**config.mk**
```make
export PLATFORM = sky130hd
export DESIGN_NAME = icache_fetch_port_flat
export DESIGN_NICKNAME = d
export VERILOG_FILES = /design/src/rtl/icache_fetch_port_if.sv /design/src/rtl/icache_fetch_port.sv /design/src/flat_wrapper.sv
export SDC_FILE = /design/constraint.sdc
export NUM_CORES = 2
export LEC_CHECK = 0
export BUFFER_PORTS_ARGS = -buffer_cell sky130_fd_sc_hd__buf_2
export CAP_MARGIN = 15
export CORE_UTILIZATION = 45
export DETAILED_ROUTE_END_ITERATION = 6
export SLEW_MARGIN = 20
export SYNTH_ARGS = -nofsm -noshare
export SYNTH_HDL_FRONTEND = slang
export SYNTH_SLANG_ARGS = --single-unit
```
**constraint.sdc**
```tcl
create_clock -name clk -period 10.95 [get_ports clk]
set_input_delay 1.6425 -clock clk [delete_from_list [all_inputs] [get_ports clk]]
set_output_delay 1.6425 -clock clk [all_outputs]
set_load 0.03 [all_outputs]
```
**src/rtl/icache_fetch_port_if.sv**
```systemverilog
// Fetcher and memory-controller fetch-port signals of the instruction cache.
// master: cache side; slave: fetcher/memory side.
interface icache_fetch_port_if;
    logic         req_from_fch;
    logic [31:0]  pc_from_fch;
    logic         inst_valid_to_fch;
    logic [31:0]  inst_to_fch;
    logic         enable_sign_to_mem;
    logic [31:0]  pc_to_mem;
    logic         finish_sign_from_mem;
    logic [127:0] inst_block_from_mem;

    modport master (
        input  req_from_fch, pc_from_fch, finish_sign_from_mem, inst_block_from_mem,
        output inst_valid_to_fch, inst_to_fch, enable_sign_to_mem, pc_to_mem
    );

    modport slave (
        output req_from_fch, pc_from_fch, finish_sign_from_mem, inst_block_from_mem,
        input  inst_valid_to_fch, inst_to_fch, enable_sign_to_mem, pc_to_mem
    );
endinterface

```
**src/rtl/icache_fetch_port.sv**
```systemverilog
// Direct-mapped I-cache: hit answers 1 cycle after the request, miss refills a 128-bit block.
// rdy low freezes everything; requests seen during a refill or on the response cycle are ignored.
module icache_fetch_port #(
    parameter int INDEX_BITS = 4,
    parameter int BLOCK_BITS = 128
) (
    input  logic clk,
    input  logic rst,
    input  logic rdy,
    input  logic clear_sign,
    icache_fetch_port_if.master bus
);
    localparam int LINES    = 1 << INDEX_BITS;
    localparam int TAG_BITS = 28 - INDEX_BITS;

    typedef enum logic {S_IDLE, S_WAIT} state_t;

    state_t                 state_q, state_n;
    logic                   discard_q, discard_n;
    logic [31:2]            pc_q, pc_n;
    logic                   inst_valid_q, inst_valid_n;
    logic [31:0]            inst_q, inst_n;
    logic                   mem_en_q, mem_en_n;
    logic [31:0]            mem_pc_q, mem_pc_n;
    logic                   fill_en;

    logic [LINES-1:0]       valid_q;
    logic [TAG_BITS-1:0]    tag_q  [LINES];
    logic [BLOCK_BITS-1:0]  data_q [LINES];

    logic [INDEX_BITS-1:0]  req_idx, fill_idx;
    logic [TAG_BITS-1:0]    req_tag, fill_tag;
    logic [BLOCK_BITS-1:0]  req_line;
    logic                   hit;
    logic [31:0]            hit_word, fill_word;
    logic [1:0]             unused_byte_off;

    assign unused_byte_off = bus.pc_from_fch[1:0];

    assign req_idx  = bus.pc_from_fch[3+INDEX_BITS:4];
    assign req_tag  = bus.pc_from_fch[31:4+INDEX_BITS];
    assign req_line = data_q[req_idx];
    assign hit      = valid_q[req_idx] && (tag_q[req_idx] == req_tag);
    assign hit_word = req_line[{bus.pc_from_fch[3:2], 5'b0} +: 32];

    assign fill_idx  = pc_q[3+INDEX_BITS:4];
    assign fill_tag  = pc_q[31:4+INDEX_BITS];
    // The missed word comes straight off the memory bus, not from the line being written.
    assign fill_word = bus.inst_block_from_mem[{pc_q[3:2], 5'b0} +: 32];

    always_comb begin
        state_n      = state_q;
        discard_n    = discard_q;
        pc_n         = pc_q;
        inst_valid_n = 1'b0;
        inst_n       = inst_q;
        mem_en_n     = 1'b0;
        mem_pc_n     = mem_pc_q;
        fill_en      = 1'b0;
        case (state_q)
            S_IDLE: begin
                if (bus.req_from_fch && !clear_sign && !inst_valid_q) begin
                    pc_n = bus.pc_from_fch[31:2];
                    if (hit) begin
                        inst_valid_n = 1'b1;
                        inst_n       = hit_word;
                    end else begin
                        mem_en_n = 1'b1;
                        mem_pc_n = {bus.pc_from_fch[31:4], 4'b0000};
                        state_n  = S_WAIT;
                    end
                end
            end
            S_WAIT: begin
                if (clear_sign)
                    discard_n = 1'b1;
                if (bus.finish_sign_from_mem) begin
                    fill_en = 1'b1;
                    if (!discard_q && !clear_sign) begin
                        inst_valid_n = 1'b1;
                        inst_n       = fill_word;
                    end
                    discard_n = 1'b0;
                    state_n   = S_IDLE;
                end
            end
            default: state_n = S_IDLE;
        endcase
    end

    always_ff @(posedge clk) begin
        if (rst) begin
            state_q      <= S_IDLE;
            discard_q    <= 1'b0;
            pc_q         <= '0;
            inst_valid_q <= 1'b0;
            inst_q       <= '0;
            mem_en_q     <= 1'b0;
            mem_pc_q     <= '0;
            valid_q      <= '0;
        end else if (rdy) begin
            state_q      <= state_n;
            discard_q    <= discard_n;
            pc_q         <= pc_n;
            inst_valid_q <= inst_valid_n;
            inst_q       <= inst_n;
            mem_en_q     <= mem_en_n;
            mem_pc_q     <= mem_pc_n;
            if (fill_en)
                valid_q[fill_idx] <= 1'b1;
        end
    end

    // Tag and data need no reset; the valid bits guard them.
    always_ff @(posedge clk) begin
        if (!rst && rdy && fill_en) begin
            tag_q[fill_idx]  <= fill_tag;
            data_q[fill_idx] <= bus.inst_block_from_mem;
        end
    end

    assign bus.inst_valid_to_fch  = inst_valid_q;
    assign bus.inst_to_fch        = inst_q;
    assign bus.enable_sign_to_mem = mem_en_q;
    assign bus.pc_to_mem          = mem_pc_q;
endmodule

```
**src/flat_wrapper.sv**
```systemverilog
// flat-port wrapper written by rule: the top's interface ports become plain ports
module icache_fetch_port_flat 
#(
    parameter int INDEX_BITS = 4,
    parameter int BLOCK_BITS = 128
)
  (clk, rst, rdy, clear_sign, bus_req_from_fch, bus_pc_from_fch, bus_finish_sign_from_mem, bus_inst_block_from_mem, bus_inst_valid_to_fch, bus_inst_to_fch, bus_enable_sign_to_mem, bus_pc_to_mem);
  icache_fetch_port_if bus_i ();
  input  logic clk;
  input  logic rst;
  input  logic rdy;
  input  logic clear_sign;
  input wire logic [$bits(bus_i.req_from_fch)-1:0] bus_req_from_fch;
  input wire logic [$bits(bus_i.pc_from_fch)-1:0] bus_pc_from_fch;
  input wire logic [$bits(bus_i.finish_sign_from_mem)-1:0] bus_finish_sign_from_mem;
  input wire logic [$bits(bus_i.inst_block_from_mem)-1:0] bus_inst_block_from_mem;
  output wire logic [$bits(bus_i.inst_valid_to_fch)-1:0] bus_inst_valid_to_fch;
  output wire logic [$bits(bus_i.inst_to_fch)-1:0] bus_inst_to_fch;
  output wire logic [$bits(bus_i.enable_sign_to_mem)-1:0] bus_enable_sign_to_mem;
  output wire logic [$bits(bus_i.pc_to_mem)-1:0] bus_pc_to_mem;
  assign bus_i.req_from_fch = bus_req_from_fch;
  assign bus_i.pc_from_fch = bus_pc_from_fch;
  assign bus_i.finish_sign_from_mem = bus_finish_sign_from_mem;
  assign bus_i.inst_block_from_mem = bus_inst_block_from_mem;
  assign bus_inst_valid_to_fch = bus_i.inst_valid_to_fch;
  assign bus_inst_to_fch = bus_i.inst_to_fch;
  assign bus_enable_sign_to_mem = bus_i.enable_sign_to_mem;
  assign bus_pc_to_mem = bus_i.pc_to_mem;
  icache_fetch_port #(.INDEX_BITS(INDEX_BITS), .BLOCK_BITS(BLOCK_BITS)) u_core (.clk(clk), .rst(rst), .rdy(rdy), .clear_sign(clear_sign), .bus(bus_i));
endmodule
```
==> flow_summary_export.csv <==
group,metric,value,unit
global_route,grt_first_pass_wirelength,341000,um
power,p_per_area,178,mW/mm^2
floorplan,die_h,470,um
timing,fin_crit_sh,0.502,
power,ir_drop,0.137,mV
drt,firstDrtPassIters,5,
placement,io_buffers,225,
placement,gp_congestion,0.751,
clocking,cts_resized,0,
synthesis,yosysUniqueCellTypes,48,
timing,hold_violations,0,
timing,tightest_slew,1.13,ns
critical_path,end_kind,"flop",
synthesis,synth_area_leaders,"edfxtp_1 (74%), mux4_2 (18%), dfxtp_1 (2.2%), mux2i_1 (1.1%), nand2b_1 (0.41%)",
timing,relSlewSlack,0.249,
global_route,grt_start_max_net_pins,137,
critical_path,required,11.70,ns
final_layout,fin_nets,4645,
clocking,tritoncts,"done",
timing,timing.setup.tns,0,ns
synthesis,synth-edff-count,2432,
synthesis,ys_ff_latch,2542,
placement,dp_cells,7091,
synthesis,yosys_most_used_dff,"edfxtp_1",
floorplan,rows,171,
final_layout,stdcell_count,7549,
clocking,clock_latency,0.88,ns
power,cellLeakagePower,34.0,nW
synthesis,synthTopCellsByCount,"edfxtp_1 (2432), mux4_2 (777), mux2i_1 (113)",
floorplan,dieArea,0.221,mm^2
synthesis,synth_most_common_cell,"edfxtp_1",
critical_path,cp.buffers_inverters,3,
power,power.total,19.7,mW
critical_path,cp_slowest_stage_delay,0.85,ns
timing,grt_setup_unrepaired,"no",
final_layout,fin_util,0.509,
clocking,cts_max_level,4,
timing,setup_ws,5.46,ns
floorplan,initial_core_util,0.453,
global_route,grt_pass1_vias,46200,
floorplan,core_area,0.217,mm^2
critical_path,cp-start-kind,"input port",
timing,fin_worst_skew,0.0325,ns
clocking,hold_buffers,0,
final_layout,final_layout_size_suffix_gt1_frac,0.319,
critical_path,crit_fanout,60,
synthesis,synth.top_cell.area_share,0.742,
floorplan,io_pins,232,
worst_hold_path,hold_path.class,"reg2reg",
critical_path,crit_path_cell_trace,"buf_8 -> buf_4 -> nand2_1 -> o2bb2ai_1 -> nor3_1 -> a211oi_1 -> nand4b_1 -> a2111oi_4 -> a21oi_4 -> buf_4 -> mux2_4",
placement,dp_slack,4.55,ns
run_status,status,"finished clean",
synthesis,synth_area_leader_cell,"edfxtp_1",
synthesis,synth.avg_cell_area,23.6,um^2
placement,dp_hpwl,123000,um
drt,drt_iter0_markers,4467,
synthesis,yosys_warnings,0,
drt,vias_per_cell,5.97,
timing,slew_violations,0,
timing,finalSetupViolations,0,
drt,wl_per_cell,31.4,um
critical_path,cp.arrival,6.25,ns
job,drv_cap,0,
final_layout,syn2layout_area_growth,12.5,%
synthesis,async_flop_share,0,
placement,dpl_cell_area,0.103,mm^2
floorplan,die_x,470,um
timing,hold_ws,0.472,ns
synthesis,yosysSeqAreaShare,0.765,
clocking,path_clk_slew,0.06,ns
timing,fmax,182,MHz
global_route,grt.overflow.total,0,
drt,route.detailed.drc,0,
critical_path,crit_type,"in2reg",
synthesis,synth_area,0.0984,mm^2
global_route,antenna_found_initial,63,
clocking,cts-buffers-inserted,240,
drt,ant_nets,0,
clocking,cts_setup_buffers,0,
drt,wl,237000,um
final_layout,fin_area,0.111,mm^2
clocking,cts-root-buf,"clkbuf_16",
synthesis,synth_cells,4168,
critical_path,cp_common_cell,"buf_4",
drt,vias,45100,
critical_path,cp_top_family,"buffers and inverters",
timing,finalCriticalPeriod,5.49,ns
critical_path,cp_slowest_cell,"buf_4",
global_route,track_usage,0.216,
clocking,clkSinkCount,2542,
clocking,clockBufferDepth,3,
==> placed cells by master (no fill, tap or decap), types with 4 or more instances in the layout <==
master,netlist,final
buf_2,76,218
bufinv_16,0,21
mux2_2,28,28
clkbuf_16,0,244
edfxtp_1,2432,2432
nand3_1,4,4
nand2b_1,64,64
conb_1,1,4
nor3_1,4,4
buf_4,42,60
nand2_1,69,68
nor2b_1,42,42
buf_12,0,21
a21oi_1,52,51
clkinv_8,0,4
o21ai_0,4,4
a221oi_1,5,5
xor2_1,4,4
and2_1,9,9
clkinv_1,0,49
xnor2_1,25,25
mux2_4,21,21
clkbuf_8,0,15
mux4_2,777,777
nor2_4,0,16
mux2i_1,113,113
clkbuf_1,78,66
nor2_1,57,41
a211oi_1,33,33
inv_6,0,4
diode_2,0,12
clkinv_2,0,36
dfxtp_1,110,107
o22ai_1,25,25
inv_1,19,19
==> where the power goes <==
group	internal (mW)	switching, mW
Sequential	10.6	0.0206
Combinational	0.377	0.510
Clock	4.67	3.52
==> worst paths after layout <==
path	startpoint	end	slack [ns]	cells past startpoint
worst max-delay path	bus_pc_from_fch[6]	u_core.bus.inst_to_fch[3]$_SDFFE_PP0P_	5.46	11
worst min-delay path	u_core.bus.pc_to_mem[26]$_SDFFE_PP0P_	u_core.bus.pc_to_mem[26]$_SDFFE_PP0P_	0.47	2
worst max register to register	u_core.state_q$_SDFFE_PP0P_	u_core.data_q[14][69]$_DFFE_PP_	6.42	6
worst min register to register	u_core.bus.pc_to_mem[26]$_SDFFE_PP0P_	u_core.bus.pc_to_mem[26]$_SDFFE_PP0P_	0.47	2
==> metal layers <==
metal	vias up	global-route usage	part of all wire
li1	18400	-	-
met1	24800	0.305	0.42
met2	1482	0.351	0.49
met3	330	0.0398	0.068
met4	30	0.0477	0.018
met5	-	0	0.00088
==> cells by family (layout without fill, tap and decap cells) <==
group,after synthesis,after routing,share of synthesized area
DFF,2542,2542,0.765
buffers and inverters,260,772,0.0142
muxes,939,939,0.196
and+or+nand+nor,259,259,0.0132
other,1,16,0.0000381
xor gates and xnor gates,29,29,0.00258
AOI/OAI and AO/OA,138,138,0.00950
==> worst min-delay path, stage by stage (launching register included) <==
cell and delay (ns):
dfxtp_1 0.31, nand2b_1 0.06, mux2i_1 0.06
==> final cells by class <==
type,instances,area [um^2]
antenna,12,30.0
fill,16700,107000
tap,2854,3570
clock buffer,325,6560
multi-input combinational,1369,21900
sequential,2542,75200
inverter,21,86.3
clock inverter,121,1180
timing repair buffer,305,2060
==> registers in the layout, summed over array words and instances (netlist names) <==
name and cells:
u_core.data_q 2048, u_core.state_q 1, u_core.tag_q 384, u_core.valid_q 16
u_core.bus.inst_to_fch 32, u_core.bus.pc_to_mem 28, u_core.pc_q 30, u_core.bus.inst_valid_to_fch 1
u_core.discard_q 1, u_core.bus.enable_sign_to_mem 1
Power figures use the tool's default switching activity.
